`config.mk`:
```
export PLATFORM = sky130hd
export DESIGN_NAME = comm_ctrl
export DESIGN_NICKNAME = d
export VERILOG_FILES = /design/src/rtl/comm_ctrl.sv
export SDC_FILE = /design/constraint.sdc
export NUM_CORES = 1
export LEC_CHECK = 0
export BUFFER_PORTS_ARGS = -buffer_cell sky130_fd_sc_hd__buf_2
export CORE_UTILIZATION = 31
export CTS_BUF_LIST = sky130_fd_sc_hd__clkbuf_8
export DETAILED_ROUTE_END_ITERATION = 6
export GPL_TIMING_DRIVEN = 0
export HOLD_SLACK_MARGIN = 0.05
export PLACE_DENSITY_LB_ADDON = 0.3
export SKIP_LAST_GASP = 1
export SLEW_MARGIN = 20
export SYNTH_ARGS = -nofsm -noshare
export SYNTH_HDL_FRONTEND = slang
export SYNTH_SLANG_ARGS = --single-unit
export TNS_END_PERCENT = 100
```
`constraint.sdc`:
```
create_clock -name clk -period 4.92 [get_ports clk]
set_clock_uncertainty 0.15 [all_clocks]
set_input_delay 0.738 -clock clk [delete_from_list [all_inputs] [get_ports clk]]
set_output_delay 0.738 -clock clk [all_outputs]
set_load 0.01 [all_outputs]
```
`src/rtl/comm_ctrl.sv`:
```
// Source sequencer: routes fibonacci or timer words to the buffer write port,
// absorbs one word in a skid register when the buffer stalls, and drains on stop.
module comm_ctrl #(
   parameter int DATA_W        = 16,
   parameter int CNT_W         = 16,
   parameter int DRAIN_TIMEOUT = 1024
) (
   input  logic              clk,
   input  logic              rst,
   input  logic              start_f,
   input  logic              start_t,
   input  logic              stop_f_t,
   input  logic              f_valid,
   input  logic [DATA_W-1:0] f_out,
   input  logic              t_valid,
   input  logic [DATA_W-1:0] t_out,
   input  logic              buffer_full,
   input  logic              buffer_empty,
   input  logic              data_2_valid,
   output logic              f_en,
   output logic              t_en,
   output logic              data_1_en,
   output logic [DATA_W-1:0] data_1,
   output logic              parity,
   output logic [5:0]        state_led,
   output logic [CNT_W-1:0]  word_cnt,
   output logic              drain_err
);

   typedef enum logic [2:0] {
      S_IDLE   = 3'd0,
      S_COMM_F = 3'd1,
      S_COMM_T = 3'd2,
      S_DRAIN  = 3'd3,
      S_WAIT_F = 3'd4,
      S_WAIT_T = 3'd5
   } state_t;

   localparam int              DC_W    = $clog2(DRAIN_TIMEOUT) + 1;
   localparam logic [DC_W-1:0] DC_LAST = DC_W'(DRAIN_TIMEOUT - 1);

   state_t            state, state_nxt;
   logic              start_f_d, start_t_d, stop_d;
   logic              f_edge, t_edge, stop_edge;
   logic              src_valid;
   logic [DATA_W-1:0] src_out;
   logic              skid_v, skid_v_nxt, skid_ld;
   logic [DATA_W-1:0] skid_data;
   logic              vld_p0;
   logic [DATA_W-1:0] data_p0;
   logic              vld_p1;
   logic [DATA_W-1:0] data_p1;
   logic              par_p1;
   logic [DC_W-1:0]   drain_cnt;
   logic              drain_to;
   logic [CNT_W-1:0]  cnt;
   logic              err;

   function automatic logic parity_of(input logic [DATA_W-1:0] d);
      return ^d;
   endfunction

   assign f_edge    = start_f  & ~start_f_d;
   assign t_edge    = start_t  & ~start_t_d;
   assign stop_edge = stop_f_t & ~stop_d;

   assign src_valid = (state == S_COMM_F) ? f_valid : t_valid;
   assign src_out   = (state == S_COMM_F) ? f_out   : t_out;

   always_comb begin
      state_nxt  = state;
      skid_v_nxt = skid_v;
      skid_ld    = 1'b0;
      vld_p0     = 1'b0;
      data_p0    = src_out;
      drain_to   = 1'b0;
      case (state)
         S_IDLE: begin
            if (f_edge)      state_nxt = S_COMM_F;
            else if (t_edge) state_nxt = S_COMM_T;
         end
         S_COMM_F, S_COMM_T: begin
            if (src_valid && !buffer_full) begin
               vld_p0 = 1'b1;
            end else if (src_valid) begin
               skid_ld    = 1'b1;
               skid_v_nxt = 1'b1;
            end
            if (stop_edge)        state_nxt = S_DRAIN;
            else if (buffer_full) state_nxt = (state == S_COMM_F) ? S_WAIT_F : S_WAIT_T;
         end
         S_WAIT_F, S_WAIT_T: begin
            if (stop_edge) begin
               state_nxt  = S_DRAIN;
               skid_v_nxt = 1'b0;
            end else if (!buffer_full) begin
               state_nxt = (state == S_WAIT_F) ? S_COMM_F : S_COMM_T;
               if (skid_v) begin
                  vld_p0     = 1'b1;
                  data_p0    = skid_data;
                  skid_v_nxt = 1'b0;
               end
            end
         end
         S_DRAIN: begin
            skid_v_nxt = 1'b0;
            if (buffer_empty && !data_2_valid) begin
               state_nxt = S_IDLE;
            end else if (drain_cnt == DC_LAST) begin
               state_nxt = S_IDLE;
               drain_to  = 1'b1;
            end
         end
         default: begin
            state_nxt  = S_IDLE;
            skid_v_nxt = 1'b0;
         end
      endcase
   end

   // p0 -> p1: registered write port, counters and sticky status
   always_ff @(posedge clk or negedge rst) begin
      if (!rst) begin
         state     <= S_IDLE;
         start_f_d <= 1'b0;
         start_t_d <= 1'b0;
         stop_d    <= 1'b0;
         skid_v    <= 1'b0;
         vld_p1    <= 1'b0;
         data_p1   <= '0;
         par_p1    <= 1'b0;
         cnt       <= '0;
         drain_cnt <= '0;
         err       <= 1'b0;
      end else begin
         state     <= state_nxt;
         start_f_d <= start_f;
         start_t_d <= start_t;
         stop_d    <= stop_f_t;
         skid_v    <= skid_v_nxt;
         vld_p1    <= vld_p0;
         if (vld_p0) begin
            data_p1 <= data_p0;
            par_p1  <= parity_of(data_p0);
         end
         if (vld_p1) cnt <= cnt + CNT_W'(1);
         drain_cnt <= (state == S_DRAIN) ? drain_cnt + DC_W'(1) : '0;
         if (drain_to) err <= 1'b1;
      end
   end

   // Skid word is qualified by skid_v, so its storage needs no reset.
   always_ff @(posedge clk) begin
      if (skid_ld) skid_data <= src_out;
   end

   assign f_en      = (state == S_COMM_F);
   assign t_en      = (state == S_COMM_T);
   assign data_1_en = vld_p1;
   assign data_1    = data_p1;
   assign parity    = par_p1;
   assign state_led = 6'b000001 << state;
   assign word_cnt  = cnt;
   assign drain_err = err;

endmodule

```
== Word-level counts from Yosys, hierarchy flattened ==
Cells that the tools add are included.
Storage, ports and cells
  register bits: 69
Operators by class
  add/sub/neg operators: 2
  equality and inequality tests: 12
  shift operators: 1
  mux-type cells: 34
  bitwise logic cells: 7
  reduce and logical (&&, ||, !) cells: 10
Operator list (number)
  $mux W16: 5
  $mux W3: 8
  $add A16 B1 Y16 const B: 1
  $mux W1: 16
  $reduce_xor A16 Y1: 1
  $ne A3 B3 Y1 const B: 4
  $pmux W3 S4: 1
  $add A11 B1 Y11 const B: 1
  $eq A11 B10 Y1 const B: 1
  $mux W11: 1
  $reduce_and A4 Y1: 2
  $eq A3 B2 Y1 const B: 2
  $eq A3 B3 Y1 const B: 2
  $shl A1 B3 Y6 const A: 1
  $ne A2 B2 Y1 const B: 2
  $not A1 Y1: 4
  $reduce_or A2 Y1: 2
  $and A1 B1 Y1: 3
  $eq A3 B1 Y1 const B: 1
  $logic_not A3 Y1: 1
  $pmux W1 S3: 1
  $logic_and A1 B1 Y1: 2
  $logic_not A1 Y1: 2
  $mux W2: 1
  $pmux W1 S2: 1

== Depth between registers and ports, before layout ==
  depth in word-level cells: 7
  gate-level depth with buffers: 9

== Worst setup path before layout ==
OpenSTA, ideal clock, no wires.
  kind: register -> output
  start point: register state[0]
  end point: output port state_led[2]
  data arrival time: 1.240 ns
  required time: 4.032 ns
  setup slack: 2.792 ns
  cell stages (with the launch flop): 5
  path buffers: 3
  path through: dfrtp_1 -> buf_2 -> clkbuf_1 -> nor3b_1 -> buf_4
Between the ends
  word-level cells in the longest chain between the ends: 1
RTL lines
  start, declared: RTL line 42  | state_t state, state_nxt;
  start signal, assigned: RTL line 136  | state <= state_nxt;
  $shl A1 B3 Y6: RTL line 162  | assign state_led = 6'b000001 << state;
  end, declared: RTL line 25  | output logic [5:0] state_led,
No other way between the ends.

== Worst setup path after layout ==
  start point: register state[0]
  end point: output port state_led[1]
The elaborated chain is that of the path after synthesis.

==> impl_metrics.tcl <==
set metrics [dict create \
    dieWidth_um 109 \
    drc 0 \
    post-route-period-util 0.521 \
    die_y_um 109 \
    cts.sink_count 69 \
    synthTopCellsByCount "dfrtp_1 (53), xnor2_1 (53), nor2_1 (25), a21oi_1 (21)" \
    synth.cell_area_sq_um 3550 \
    syn_avg_cell_area_sq_um 11.4 \
    core_sq_um 11000 \
    post_route_cells_drive_above_1_share 0.328 \
    met2RoutedLength_um 3480 \
    synthTopCellsByArea "dfrtp_1 (37%), edfxtp_1 (14%), xnor2_1 (13%), mux2_2 (4.8%), mux2i_1 (4.5%)" \
    drt_wl_total_um 7500 \
    cap_viol_max_count 0 \
    met3_wl_um 456 \
    cts_hold_buffers 0 \
    floorplan.initialDensity 0.324 \
    topRoutingLayerUsed "met4" \
    routabilityCongestion 0.770 \
    cts_root_buf "clkbuf_8" \
    antenna_violations_before_repair 0 \
    slew_viol_final 0 \
    grt_pass1_vias 2479 \
    ant_diodes 0 \
    cts.repair_timing.setup_buffer_count 0 \
    dp.final_hpwl_um 5480 \
    cts.path.max_buffers 2 \
    outcome "complete, no violations" \
    timing.final.crit_period_ns 2.56 \
    sequential_fraction_of_the_synthesis_area 0.508 \
    hp-class "in -> async" \
    critPathRequiredTime_ns 4.03 \
    setup_tns_ns 0 \
    dieArea_sq_um 11900 \
    critPathKind "reg -> out" \
    power.density_cell_area_nw_per_um2 487 \
    grt-ovfl-total 0 \
    detailroute.via_count 2536 \
    post_cts_resize_count 0 \
    fmax_mhz 390 \
    report.final.hold_viol_count 0 \
    worst_slew_margin_rel 0.470 \
    portBuffers 84 \
    tightest_slew_ns 0.795 \
    power.ir.vdd_worst_v 0.000184 \
    number_of_i_o_pins 85 \
    number_of_clock_buffers_inserted_by_tritoncts 9 \
    async_flop_share 0.768 \
    clock_tree_from_tritoncts "built" \
    yosys_warnings 0 \
    finalNetCount 451 \
    seq_cells_post_synth 69 \
    clock_insertion_delay_worst_skew_ns 0.34 \
    first_pass_iters 4 \
    area_growth_pct 22.7 \
    clkSlewWorstSetupHoldPaths_ns 0.07 \
    synth.distinct_cells 45 \
    finalSetupViolations 0 \
    setup.worst_path.start_class "flop" \
    wl_per_cell_um 13.6 \
    timing.hold.ws_ns 0.291 \
    wl_met1_um 3490 \
    synth.largest_area_cell "dfrtp_1" \
    synth_edf_count 16 \
    grt_use_total 0.137 \
    drtIter0Drc 89 \
    syn-num-nets 356 \
    leakage_nw 2.00 \
    cts.htree.levels 3 \
    post_synth_inst_count 312 \
    grt_first_pass_wirelength_um 12400 \
    rsz0062_at_grt "false" \
    ant_nets 0 \
    detail_route.vias_per_cell 4.59 \
    synth.top_cell.area_share 0.373 \
    row_count 38 \
    postSynth.topFlopCell "dfrtp_1" \
    worst_r2r_path_depth 4 \
    timing.critical_path.arrival_ns 1.68 \
    grt_start_max_net_pins 54 \
    crit_path_max_fanout 11 \
    critPathCaptureType "output pin" \
]
[registers in the layout, summed over array words and instances (netlist names)]
name and flops:
data_1 16, data_1_en 1, drain_cnt 11, drain_err 1, parity 1, skid_data 16
skid_v 1, start_f_d 1, start_t_d 1, state 3, stop_d 1, word_cnt 16
[path summary, 6_finish.rpt]
kind,slack (ns),end,startpoint
worst max-delay path,2.36,state_led[1],state[0]
worst max register to register,2.71,skid_data[9],state[1]
worst min register to register,0.32,word_cnt[15],word_cnt[15]
min in group clk,0.32,word_cnt[15],word_cnt[15]
max in group asynchronous,3.87,data_1[15],rst
worst min-delay path,0.29,drain_cnt[3],rst
[cell type report]
type / instances / area (sq um)
repair buffers: 84 / 423
fillers: 1075 / 6620
clock inverters: 4 / 45.0
clock buffers: 12 / 165
plain buffers: 14 / 87.6
inverters: 3 / 11.3
flip-flops and latches: 69 / 1810
well taps: 140 / 175
multi-input cells: 226 / 1650
[through the flow]
stage	instances	total power, W	util	area, sq um	worst slack, ns
3_5_place_dp	536	0.00166	0.378	4150	2.52
5_1_grt	552	0.00228	0.397	4360	2.24
3_3_place_gp	536	0.00165	0.378	4150	2.56
2_1_floorplan	312	0.00138	-	3550	2.79
4_1_cts	552	0.00216	0.397	4360	2.31
6_report	552	0.00212	0.397	4360	2.36
[report_power, final]
group	internal, W	switching, W
combinational	0.000382	0.000437
sequential	0.000732	0.0000867
clock	0.000274	0.000212
[per-layer routing]
layer  track usage  vias to the layer above
met5             0                        -
met3        0.0436                        6
met2         0.218                       63
met4        0.0463                        0
li1              -                     1268
met1         0.174                     1199
[cell families after synthesis]
group / synth area share
simple gates: 0.130
flops: 0.508
xor+xnor: 0.163
compound gates: 0.0658
mux: 0.0989
buf+inv: 0.0278
fa+ha+maj: 0.00704
[critical path: stages (launching register included)]
cell     delay (ns)
dfrtp_1        0.32
buf_2          0.16
nor3b_1        0.19
buf_4          0.25
buf_6          0.19
buf_4          0.11
buf_2          0.11
[cell usage in the layout, fill, tap and decap left out, types with 12 or more instances in the layout]
| master | Yosys | routed |
|---|---|---|
| buf_2 | 7 | 90 |
| dfrtp_1 | 53 | 53 |
| xnor2_1 | 53 | 53 |
| nand2_1 | 13 | 13 |
| xor2_1 | 13 | 13 |
| a21oi_1 | 21 | 21 |
| nor2_1 | 25 | 25 |
| edfxtp_1 | 16 | 16 |
| mux2_2 | 15 | 15 |
| clkbuf_8 | 0 | 12 |
| mux2i_1 | 16 | 16 |
Power figures use the tool's default switching activity.
